--- config.mk ---
export PLATFORM = sky130hd
export DESIGN_NAME = packet_ddr_writer
export DESIGN_NICKNAME = d
export VERILOG_FILES = /design/src/rtl/packet_ddr_writer.sv
export SDC_FILE = /design/constraint.sdc
export NUM_CORES = 1
export LEC_CHECK = 0
export CAP_MARGIN = 5
export CORE_ASPECT_RATIO = 0.7
export CORE_MARGIN = 2
export CORE_UTILIZATION = 40
export CTS_CLUSTER_SIZE = 14
export DETAILED_ROUTE_END_ITERATION = 12
export MAX_ROUTING_LAYER = met4
export SLEW_MARGIN = 20
export SYNTH_ARGS = -nofsm -noshare
export SYNTH_HDL_FRONTEND = slang
export SYNTH_SLANG_ARGS = --single-unit
--- constraint.sdc ---
create_clock -name clk_original -period 59 [get_ports clk_original]
set_input_delay 11.8 -clock clk_original [delete_from_list [all_inputs] [get_ports clk_original]]
set_output_delay 11.8 -clock clk_original [all_outputs]
set_load 0.02 [all_outputs]
--- src/rtl/packet_ddr_writer.sv ---
// Receive-side packet buffer producer: packs TSE Avalon-ST bytes into 256-bit DDR
// words, writes payload then length word, and kicks the transmit stage with cmd_send.
module packet_ddr_writer #(
    parameter logic [24:0] BASE_ADDR      = 25'd16,
    parameter int          MAX_BYTES      = 255,
    parameter int          HOLDOFF_CYCLES = 2048
) (
    input  logic          clk_original,
    input  logic          rst,
    input  logic [7:0]    ff_rx_data,
    input  logic          ff_rx_dval,
    input  logic          ff_rx_sop,
    input  logic          ff_rx_eop,
    input  logic          ff_rx_err,
    output logic          ff_rx_rdy,
    output logic [24:0]   ram_address,
    output logic [255:0]  ram_wdata,
    output logic          ram_wren,
    input  logic          ram_ack,
    output logic          cmd_send,
    output logic [24:0]   start_ram_addr,
    output logic [15:0]   pkt_count,
    output logic [15:0]   drop_count
);

    // state   | meaning
    // IDLE    | waiting for a sop byte
    // COLLECT | packing frame bytes into the word register
    // WR_DATA | payload word write outstanding until ram_ack
    // WR_LEN  | length word write at BASE_ADDR outstanding until ram_ack
    // SEND    | cmd_send pulse, frame counted
    // HOLDOFF | transmit stage replaying; no new frame accepted
    // DISCARD | swallowing the rest of a rejected frame
    // DROP    | counting the drop and clearing frame state
    typedef enum logic [2:0] {
        IDLE, COLLECT, WR_DATA, WR_LEN, SEND, HOLDOFF, DISCARD, DROP
    } state_t;

    localparam int HW = $clog2(HOLDOFF_CYCLES + 1);

    state_t         state;
    logic [255:0]   word;
    logic [10:0]    count;
    logic [3:0]     word_idx;
    logic           last;
    logic [HW-1:0]  holdoff_cnt;

    logic           accept;
    logic [4:0]     pos;
    logic [7:0]     lsb;
    logic [255:0]   next_word;
    logic           at_max;

    assign start_ram_addr = BASE_ADDR;

    always_comb begin
        ff_rx_rdy = 1'b0;
        if (!rst && (state == IDLE || state == COLLECT || state == DISCARD))
            ff_rx_rdy = 1'b1;
    end

    assign accept = ff_rx_dval & ff_rx_rdy;

    // Byte k lands in lane 4*(k/4) + 3 - k%4, so byte 0 sits in bits [31:24].
    assign pos       = count[4:0];
    assign lsb       = {pos[4:2], ~pos[1:0], 3'b000};
    assign next_word = word | ({248'd0, ff_rx_data} << lsb);
    assign at_max    = (count == 11'(MAX_BYTES));

    always_ff @(posedge clk_original or posedge rst) begin
        if (rst) begin
            state       <= IDLE;
            word        <= '0;
            count       <= '0;
            word_idx    <= '0;
            last        <= 1'b0;
            holdoff_cnt <= '0;
            ram_address <= '0;
            ram_wdata   <= '0;
            ram_wren    <= 1'b0;
            cmd_send    <= 1'b0;
            pkt_count   <= '0;
            drop_count  <= '0;
        end else begin
            cmd_send <= 1'b0;
            case (state)
                IDLE: begin
                    if (accept && ff_rx_sop) begin
                        count <= 11'd1;
                        word  <= next_word;
                        if (ff_rx_eop && ff_rx_err) begin
                            state <= DROP;
                        end else if (ff_rx_eop) begin
                            last        <= 1'b1;
                            ram_wren    <= 1'b1;
                            ram_address <= BASE_ADDR + 25'd1 + {21'd0, word_idx};
                            ram_wdata   <= next_word;
                            state       <= WR_DATA;
                        end else begin
                            state <= COLLECT;
                        end
                    end
                end
                COLLECT: begin
                    if (accept) begin
                        if (ff_rx_eop && ff_rx_err) begin
                            state <= DROP;
                        end else if (at_max || ff_rx_sop) begin
                            state <= ff_rx_eop ? DROP : DISCARD;
                        end else begin
                            count <= count + 11'd1;
                            word  <= next_word;
                            if (ff_rx_eop || pos == 5'd31) begin
                                last        <= ff_rx_eop;
                                ram_wren    <= 1'b1;
                                ram_address <= BASE_ADDR + 25'd1 + {21'd0, word_idx};
                                ram_wdata   <= next_word;
                                state       <= WR_DATA;
                            end
                        end
                    end
                end
                WR_DATA: begin
                    if (ram_wren && ram_ack) begin
                        ram_wren <= 1'b0;
                        word     <= '0;
                        word_idx <= word_idx + 4'd1;
                        state    <= last ? WR_LEN : COLLECT;
                    end
                end
                WR_LEN: begin
                    // One idle cycle after the last payload ack before the length write.
                    if (!ram_wren) begin
                        ram_wren    <= 1'b1;
                        ram_address <= BASE_ADDR;
                        ram_wdata   <= {245'd0, count};
                    end else if (ram_ack) begin
                        ram_wren <= 1'b0;
                        cmd_send <= 1'b1;
                        state    <= SEND;
                    end
                end
                SEND: begin
                    pkt_count   <= pkt_count + 16'd1;
                    count       <= '0;
                    word_idx    <= '0;
                    last        <= 1'b0;
                    word        <= '0;
                    holdoff_cnt <= HW'(HOLDOFF_CYCLES - 1);
                    state       <= HOLDOFF;
                end
                HOLDOFF: begin
                    if (holdoff_cnt == '0)
                        state <= IDLE;
                    else
                        holdoff_cnt <= holdoff_cnt - 1'b1;
                end
                DISCARD: begin
                    if (accept && ff_rx_eop)
                        state <= DROP;
                end
                DROP: begin
                    if (drop_count != 16'hFFFF)
                        drop_count <= drop_count + 16'd1;
                    count    <= '0;
                    word_idx <= '0;
                    last     <= 1'b0;
                    word     <= '0;
                    state    <= IDLE;
                end
                default: state <= IDLE;
            endcase
        end
    end

endmodule

==> results by group <==
Run status
  – Status: complete, no violations

Timing
  – TNS Setup: 0 ns
  – Setup violators final: 0
  – Setup Skew: 0.02618 ns
  – Worst rel slew slack: 0.2103
  – Final count of hold timing violations: 0
  – Post-route minimum period: 24.97 ns
  – Slew Limit Fails: 0
  – Highest Clock Rate: between 40 and 50 MHz
  – RSZ-0062 raised after global routing: no
  – Slew @ Worst Pin: approximately 1.2 ns
  – Post-route clock period utilization: 0.4233

Route
  – Post-route ant nets: 0
  – 1st-pass router iterations: 5
  – 1st-iter DRT viols: between 1500 and 2000
  – WL/cell: 19.65 microns
  – Total wire length: just over 70000 microns
  – Post-route DRC: 0
  – Vias: 19930
  – Vias per cell: between 5 and 6

Place
  – Port bufs: roughly 310
  – Placement Cell Area: roughly 28000 sq um
  – HPWL Detailed: roughly 45000 microns
  – Routability Congestion: between 0.8 and 0.9

Setup path
  – Worst path arrival time: 13.17 ns
  – Reg2Reg Setup Slack: about 54 ns
  – Setup CP Type: primary input to output pin
  – Slowest stage cell, crit path: clkdlybuf4s50_1
  – Type of origin of the critical path: primary input
  – Critical R2R Launch: count[0]$_DFFE_PP0P_
  – Delay-heaviest family, CP: buffers and inverters
  – Worst reg2reg path depth: 8
  – Critical path fanouts, max: 4
  – Required time worst endpoint: around 47 ns
  – Largest stage delay, worst path: about 0.63 ns
  – Worst setup EP type: output pin
  – Buf/Inv on CP: 2
  – Most used cell, CP: clkdlybuf4s50_1
  – Critical path cell sequence: clkdlybuf4s50_1 > a21oi_1 > clkdlybuf4s50_1
  – Worst path depth: 3
  – Worst R2R End: word[21]$_DFFE_PP0P_

Final layout
  – Multi-input gate area: 9149 sq um
  – Layout cell share with drive strength beyond 1: 0.04759
  – Layout Nets: 2860
  – Layout overhead on the synthesized area: 20.75%
  – Design area: between 20000 and 30000 sq um
  – Most frequent cells in the layout: dfrtp_1, nor2_1, o21ai_0, nand2_1, clkdlybuf4s50_1
  – FF/Latch Area: about 15000 sq um
  – Fill count: between 5000 and 6000
  – Commonest non-fill, non-tap cell in the layout: dfrtp_1

Floorplanning
  – Die height: approximately 210 microns
  – DIE AREA: approximately 64000 sq um
  – Std-Cell Rows: 76
  – Core area: between 60000 and 70000 sq um
  – Ports: roughly 360
  – Initial Util: 0.4039
  – Die Wd: 301.7 microns

Synthesis
  – EDFF count, synth: 0
  – Post-synthesis cell type count: 53
  – Register area share after synthesis: 0.5881
  – Mapped Area: ~25000 sq um
  – Cells after Synth: 2663
  – Syn_area_per_cell: just over 9 sq um
  – Top FF cell, synth: dfrtp_1
  – Synth async-reset ratio: 1.000
  – Seq cells post-synth: 583
  – Yosys warns: 0

Power and ir drop
  – Worst vdd ir: between 0.04 and 0.05 mV
  – Pleak: between 10 and 15 nW
  – Pwr per Cell Area: roughly 43 nW/um^2
  – Total Power: 1.291 mW

Clock tree
  – Post-CTS Hold Buffers: 0
  – Clock Path Buffers: 3
  – Post-cts resize count: 0
  – CTS tree: yes
  – H-tree Lvls: 2
  – Sink Count: between 500 and 600
  – Clock Pin Slew Worst Setup and Hold Paths: about 0.06 ns
  – CTS Buf Count: 58
  – Worst-skew pair later-pin latency: slightly above 0.6 ns
  – Clock Tree Root: clkbuf_16
  – Post-CTS Setup Bufs: 0

Global routing
  – Largest net degree at the start of global routing: approximately 270
  – Initial antenna violation count: 0
  – First-pass GRT wire length: 112800 microns
  – Vias in the first global route: around 19000
  – GR Overflow Total: 0
  – Overall Global Routing Usage: 0.2310

Min path
  – Worst hold path depth: 2
  – Hold worst-path end: ram_wdata[87]$_DFFE_PP0P_
  – Worst min path class: register to register
  – Hold_sp: ram_wdata[87]$_DFFE_PP0P_

Flow run
  – Max Cap Violations: 0
[registers in the layout (all words and copies together) (netlist names)]
signal	cells
drop_count	16
word_idx	4
state	3
last	1
word	256
pkt_count	16
holdoff_cnt	12
count	11
ram_wren	1
ram_wdata	256
cmd_send	1
ram_address	6
[worst max path at each step]
| stage | from | to |
|---|---|---|
| 6_report | rst | ff_rx_rdy |
| 2_1_floorplan | rst | cmd_send$_DFF_PP0_ |
| 4_1_cts | rst | ff_rx_rdy |
| 3_5_place_dp | rst | ff_rx_rdy |
| 5_1_grt | rst | ff_rx_rdy |
| 3_3_place_gp | rst | ff_rx_rdy |
[cell families after synthesis]
| family | after synthesis | synth area share |
|---|---|---|
| simple gates | 920 | 0.1517 |
| compound gates | 845 | 0.1896 |
| flops | 583 | 0.5881 |
| buf+inv | 264 | 0.05159 |
| xor+xnor | 37 | 0.01306 |
| fa+ha+maj | 7 | 0.003530 |
| mux | 5 | 0.002169 |
| other cells | 2 | 0.0003027 |
[synthesized netlist by cell type (14+ instances only)]
| cell type | count | share of area |
|---|---|---|
| buf_2 | 87 | 0.018 |
| nand2_1 | 334 | 0.051 |
| xnor2_1 | 25 | 0.0088 |
| dfrtp_1 | 583 | 0.59 |
| nor2_1 | 464 | 0.070 |
| nand3_1 | 29 | 0.0059 |
| a31oi_1 | 103 | 0.026 |
| clkbuf_1 | 118 | 0.018 |
| a21oi_1 | 271 | 0.055 |
| o21ai_0 | 339 | 0.068 |
| buf_4 | 48 | 0.015 |
| o31ai_1 | 106 | 0.032 |
| nand4_1 | 14 | 0.0035 |
[worst min-delay path, stage by stage (launching register included)]
cell and delay (ns):
dfrtp_1 0.34, nand2_1 0.05, o31ai_1 0.05
[layer usage]
metal	up-vias	share of wire	global-route usage
met5	-	0	-
met4	0	0.020	0.05497
met3	98	0.063	0.03720
met2	590	0.44	0.3334
met1	9851	0.48	0.3406
li1	9387	-	-
[through the flow]
step                std cells    util  worst slack (ns)  hold WS [ns]
floorplan                2705       -             30.89        0.4574
global placement         3597  0.4568             34.03        0.4612
detailed placement       3597  0.4568             34.03        0.4648
CTS                      3698  0.4874             34.01        0.4801
global route             3698  0.4876             33.98        0.4958
finish                   3699  0.4877             34.03        0.4744
[power breakdown]
group / internal [mW] / switching, mW / leakage (nW) / total (mW)
clock: 0.210 / 0.158 / 0.936 / 0.368
combinational: 0.109 / 0.317 / 4.07 / 0.426
sequential: 0.450 / 0.0463 / 7.99 / 0.497
[final cells by class]
class,instances,area share
clock inverter,18,0.005346
multi-input combinational,1858,0.3054
antenna,1,0.00008354
sequential,583,0.4870
tap,819,0.03421
inverter,6,0.001002
clock buffer,83,0.05731
timing repair buffer,331,0.1096
No activity file was read; power rests on OpenSTA's default activity.
